==> src/rtl/imem_loader.sv <==
// imem_loader: turns a length-prefixed little-endian byte stream into sequential
// instruction-memory writes. Define IMEM_LOADER_CHECKSUM_EN for an XOR trailer check.
module imem_loader #(
    parameter int          DEPTH     = 1024,
    parameter logic [31:0] BASE_ADDR = 32'h0000_0000
) (
    input  logic        clk,
    input  logic        rst,
    input  logic        start,
    input  logic        in_valid,
    input  logic [7:0]  in_data,
    output logic        in_ready,
    output logic        mem_we,
    output logic [31:0] mem_addr,
    output logic [31:0] mem_wdata,
    output logic        busy,
    output logic        done,
    output logic        error,
    output logic        cpu_rst,
    output logic [15:0] words_written
);

    typedef enum logic [2:0] {
        S_IDLE,
        S_LEN0,
        S_LEN1,
        S_DATA,
        S_WR,
`ifdef IMEM_LOADER_CHECKSUM_EN
        S_CHK,
`endif
        S_DONE,
        S_ERR
    } state_t;

    state_t      r_state;
    state_t      w_next;
    state_t      w_fin;
    logic [15:0] r_len;
    logic [1:0]  r_idx;
    logic [31:0] r_wdata;
    logic [31:0] r_addr;
    logic [15:0] r_cnt;
    logic [15:0] w_len;
    logic        w_take;
    logic        w_rdy_chk;

`ifdef IMEM_LOADER_CHECKSUM_EN
    logic [7:0]  r_xor;
    assign w_fin     = S_CHK;
    assign w_rdy_chk = (r_state == S_CHK);
`else
    assign w_fin     = S_DONE;
    assign w_rdy_chk = 1'b0;
`endif

    // Full length as it will be once the high byte in LEN1 is taken
    assign w_len  = {in_data, r_len[7:0]};
    assign w_take = in_valid && in_ready;

    assign in_ready = (r_state == S_LEN0) || (r_state == S_LEN1) ||
                      (r_state == S_DATA) || w_rdy_chk;
    assign mem_we        = (r_state == S_WR);
    assign mem_addr      = r_addr;
    assign mem_wdata     = r_wdata;
    assign busy          = in_ready || mem_we;
    assign done          = (r_state == S_DONE);
    assign error         = (r_state == S_ERR);
    assign cpu_rst       = done;
    assign words_written = r_cnt;

    always_comb begin
        w_next = r_state;
        unique case (r_state)
            S_IDLE, S_DONE, S_ERR: begin
                if (start) w_next = S_LEN0;
            end
            S_LEN0: begin
                if (in_valid) w_next = S_LEN1;
            end
            S_LEN1: begin
                if (in_valid) begin
                    if ({16'd0, w_len} > 32'(DEPTH)) w_next = S_ERR;
                    else if (w_len == 16'd0)         w_next = w_fin;
                    else                             w_next = S_DATA;
                end
            end
            S_DATA: begin
                if (in_valid && (r_idx == 2'd3)) w_next = S_WR;
            end
            S_WR: begin
                w_next = ((r_cnt + 16'd1) == r_len) ? w_fin : S_DATA;
            end
`ifdef IMEM_LOADER_CHECKSUM_EN
            S_CHK: begin
                if (in_valid) w_next = (in_data == r_xor) ? S_DONE : S_ERR;
            end
`endif
            default: w_next = S_IDLE;
        endcase
    end

    always_ff @(posedge clk or negedge rst) begin
        if (!rst) begin
            r_state <= S_IDLE;
            r_len   <= 16'd0;
            r_idx   <= 2'd0;
            r_wdata <= 32'd0;
            r_addr  <= BASE_ADDR;
            r_cnt   <= 16'd0;
`ifdef IMEM_LOADER_CHECKSUM_EN
            r_xor   <= 8'd0;
`endif
        end else begin
            r_state <= w_next;
            unique case (r_state)
                S_IDLE, S_DONE, S_ERR: begin
                    if (start) begin
                        r_addr <= BASE_ADDR;
                        r_cnt  <= 16'd0;
                        r_idx  <= 2'd0;
`ifdef IMEM_LOADER_CHECKSUM_EN
                        r_xor  <= 8'd0;
`endif
                    end
                end
                S_LEN0: begin
                    if (w_take) r_len[7:0] <= in_data;
                end
                S_LEN1: begin
                    if (w_take) r_len[15:8] <= in_data;
                end
                S_DATA: begin
                    if (w_take) begin
                        r_wdata[{r_idx, 3'b000} +: 8] <= in_data;
                        r_idx <= r_idx + 2'd1;
`ifdef IMEM_LOADER_CHECKSUM_EN
                        r_xor <= r_xor ^ in_data;
`endif
                    end
                end
                S_WR: begin
                    r_cnt  <= r_cnt + 16'd1;
                    r_addr <= r_addr + 32'd4;
                end
                default: ;
            endcase
        end
    end

endmodule
==> config.mk <==
export PLATFORM = sky130hd
export DESIGN_NAME = imem_loader
export DESIGN_NICKNAME = d
export VERILOG_FILES = /design/src/rtl/imem_loader.sv
export SDC_FILE = /design/constraint.sdc
export NUM_CORES = 1
export LEC_CHECK = 0
export BUFFER_PORTS_ARGS = -buffer_cell sky130_fd_sc_hd__buf_2
export CAP_MARGIN = 0
export CORE_AREA = 4 4 117 119
export DETAILED_ROUTE_END_ITERATION = 10
export DIE_AREA = 0 0 121 123
export PLACE_DENSITY = 0.64
export RECOVER_POWER = 25
export SLEW_MARGIN = 25
export SYNTH_ARGS = -nofsm -noshare
export SYNTH_HDL_FRONTEND = slang
export SYNTH_SLANG_ARGS = --single-unit
==> constraint.sdc <==
create_clock -name clk -period 2.51 [get_ports clk]
set_clock_uncertainty 0.15 [all_clocks]
set_input_delay 0.251 -clock clk [delete_from_list [all_inputs] [get_ports clk]]
set_output_delay 0.251 -clock clk [all_outputs]
set_load 0.02 [all_outputs]
==> impl_metrics.env <==
export IMPL_status="finished, violations left"
export IMPL_violations="max-capacitance violations, max-slew violations"
export IMPL_postSynthCellCount=553
export IMPL_cts_root_buf="clkbuf_16"
export IMPL_p_comb_share_pct=38.6
export IMPL_place_gp_congestion=0.900
export IMPL_start_kind="register"
export IMPL_cts_buffers=9
export IMPL_critical_path_arrival_ns=1.98
export IMPL_via_per_inst=5.40
export IMPL_syn_area_um2=5080
export IMPL_power_uw=5790
export IMPL_io_pins=98
export IMPL_power_frac_seq_pct=38.2
export IMPL_cts_tree="yes"
export IMPL_power_density_nw_per_um2=941
export IMPL_hpwl_um=9820
export IMPL_fin_tns_setup_ns=0
export IMPL_worst_ep_required_time_ns=2.11
export IMPL_fin_util_pct=48.9
export IMPL_regArea_um2=2480
export IMPL_synth_warnings=0
export IMPL_avgSynthCellArea_um2=9.18
export IMPL_clk_latency_ns=0.35
export IMPL_rsz0062_at_grt="no"
export IMPL_synth_edff_count=0
export IMPL_synth_seq_cells=99
export IMPL_p_leak_uw=0.00291
export IMPL_first_global_vias=4462
export IMPL_vias=4506
export IMPL_antenna_cells=0
export IMPL_grt_overflow_total=0
export IMPL_layout_nets=677
export IMPL_hold_path_class="in -> reg"
export IMPL_hp_start="start"
export IMPL_slew_viol_final=29
export IMPL_die_area_um2=14900
export IMPL_avgRoutedWirePerCell_um=16.4
export IMPL_grt_max_degree=51
export IMPL_setup_worst_path_start="r_state[1]"
export IMPL_setup_viol=0
export IMPL_area_delta_synth_final_pct=21.1
export IMPL_power_share_clock_pct=23.2
export IMPL_multi_input_area_um2=2450
export IMPL_grt_antenna_before_repair=0
export IMPL_drt_iter0_markers=357
export IMPL_die_w_um=121
export IMPL_synth_ff_type="dfrtp_1"
export IMPL_async_flop_share_pct=100
export IMPL_power_share_switching_pct=39.4
export IMPL_core_area_um2=12600
export IMPL_track_usage_pct=18.9
export IMPL_cp_max_fo=22
export IMPL_hold_viol=0
export IMPL_cts_buffer_depth=2
export IMPL_crit_type="reg -> out"
export IMPL_wl_um=13700
export IMPL_worst_slew_margin_rel_pct=-8.40
export IMPL_worstMarginPinSlew_ns=1.63
export IMPL_period_needed_ns=2.38
export IMPL_drt_first_pass_iters=5
export IMPL_ys_types=53
export IMPL_fillers=1216
export IMPL_cp_end_kind="output port"
export IMPL_drtAntennaViolNets=0
export IMPL_die_h_um=123
export IMPL_clkTransAtPathRegs_ns=0.07
export IMPL_maxCapViolCount=1
export IMPL_htreeDepth=3
export IMPL_start_util_pct=40.4
export IMPL_drc=0
export IMPL_post_place_cells=817
export IMPL_p_int_uw=3510
export IMPL_fin_crit_sh_pct=94.7
export IMPL_final_layout_size_suffix_gt1_share_pct=25.3
export IMPL_timing_rr_start="words_written[0]"
export IMPL_clock_fmax_ghz=0.421
export IMPL_cts_sinks=99
export IMPL_p_switching_uw=2280
export IMPL_ir_drop_uv=419
export IMPL_grt_pass1_wl_um=22500
export IMPL_num_rows=41
export IMPL_yosysSeqAreaShare_pct=48.8
export IMPL_finalNonFillerCells=835
export IMPL_port_buffers=95
==> logic make-up after synthesis <==
family | count (synthesis) | synth area share [%]
flops | 99 | 48.8
other cells | 1 | 0.0738
simple gates | 221 | 21.3
compound gates | 140 | 15.4
buf+inv | 36 | 3.35
fa+ha+maj | 7 | 1.72
mux | 21 | 4.56
xor+xnor | 28 | 4.83
==> placed cells by master (no fill, tap or decap), types with 4 or more instances in the layout <==
master,instances
nand2_1,105
dfrtp_1,97
o21ai_0,94
buf_2,94
nor2_1,30
buf_4,23
nand3_1,22
xnor2_1,21
mux2_2,17
a21oi_1,15
nand4_1,14
and3_1,12
clkbuf_16,9
inv_1,8
o31ai_1,7
nor3_1,7
xor2_1,7
a31oi_1,6
ha_1,6
nor3b_1,4
nor4_1,4
mux2i_1,4
==> flip-flops by register name (all words and copies together) (netlist names) <==
signal and flops:
r_state 3, mem_wdata 32, mem_addr 30, words_written 16
r_len 16, r_idx 2
==> final cells by class <==
| type | count | area share [%] |
|---|---|---|
| multi-input combinational | 419 | 39.8 |
| clock inverter | 6 | 0.773 |
| clock buffer | 10 | 3.89 |
| timing repair buffer | 121 | 11.2 |
| inverter | 8 | 0.488 |
| sequential | 99 | 40.3 |
| tap | 172 | 3.50 |
==> per-stage QoR <==
step | setup slack, ns | area, µm² | hold WS [ns]
final | 0.134 | 6150 | 0.0330
after global routing | 0.00317 | 6150 | 0.0456
after CTS | 0.00690 | 6120 | 0.0277
after detailed placement | 0.0962 | 5830 | 0.0533
after global placement | 0.202 | 5830 | 0.0407
after floorplan | 0.221 | 5080 | -0.195
==> critical path, cell delays in order, from the launching register on <==
cell	delay (ns)
dfrtp_1	0.39
nor2_1	0.23
nand2_1	0.24
inv_1	0.30
buf_6	0.27
buf_2	0.20
==> routing by layer <==
metal / vias up / wire, µm / GRT usage [%]
met3: 26 / 716 / 4.57
met4: 0 / 423 / 8.14
met2: 133 / 6370 / 29.1
met1: 2184 / 6210 / 25.6
met5: - / 0 / 0
li1: 2163 / - / -
==> final timing paths <==
kind                                           to  slack (ns)  depth (start not counted)
worst max-delay path                       mem_we        0.13                          5
min in group asynchronous           mem_wdata[17]        0.71                          2
max in group asynchronous       words_written[10]        0.42                          3
worst max register to register         r_state[1]        0.17                          7
worst min-delay path                  mem_addr[7]        0.03                          2
worst min register to register       mem_wdata[1]        0.33                          2
==> cell usage after synthesis, types with 8 or more instances <==
library cell  count  area share, %
clkbuf_1         14            1.0
nor3_1            8           0.79
and3_1           12            1.5
nand3_1          22            2.2
a21oi_1          15            1.5
inv_1             8           0.59
xnor2_1          21            3.6
nand4_1          14            1.7
o21ai_0          94            9.3
dfrtp_1          99             49
mux2_2           17            3.8
nor2_1           30            2.2
nand2_1         105            7.8
==> power by group through the flow <==
stage               sequential [µW]  clock (µW)  combinational [µW]
global placement               2220           0                2170
floorplan                      2320           0                1380
global route                   2260        1460                2480
CTS                            2210        1370                2250
detailed placement             2240           0                2230
finish                         2210        1340                2230
==> what timing repair did <==
item	CTS	global route
hold endpoints to repair	27	0
resized for setup	0	6
setup buffers	0	1
endpoints found under the setup margin	0	3
hold buffers	1	0
Power figures use the tool's default switching activity.
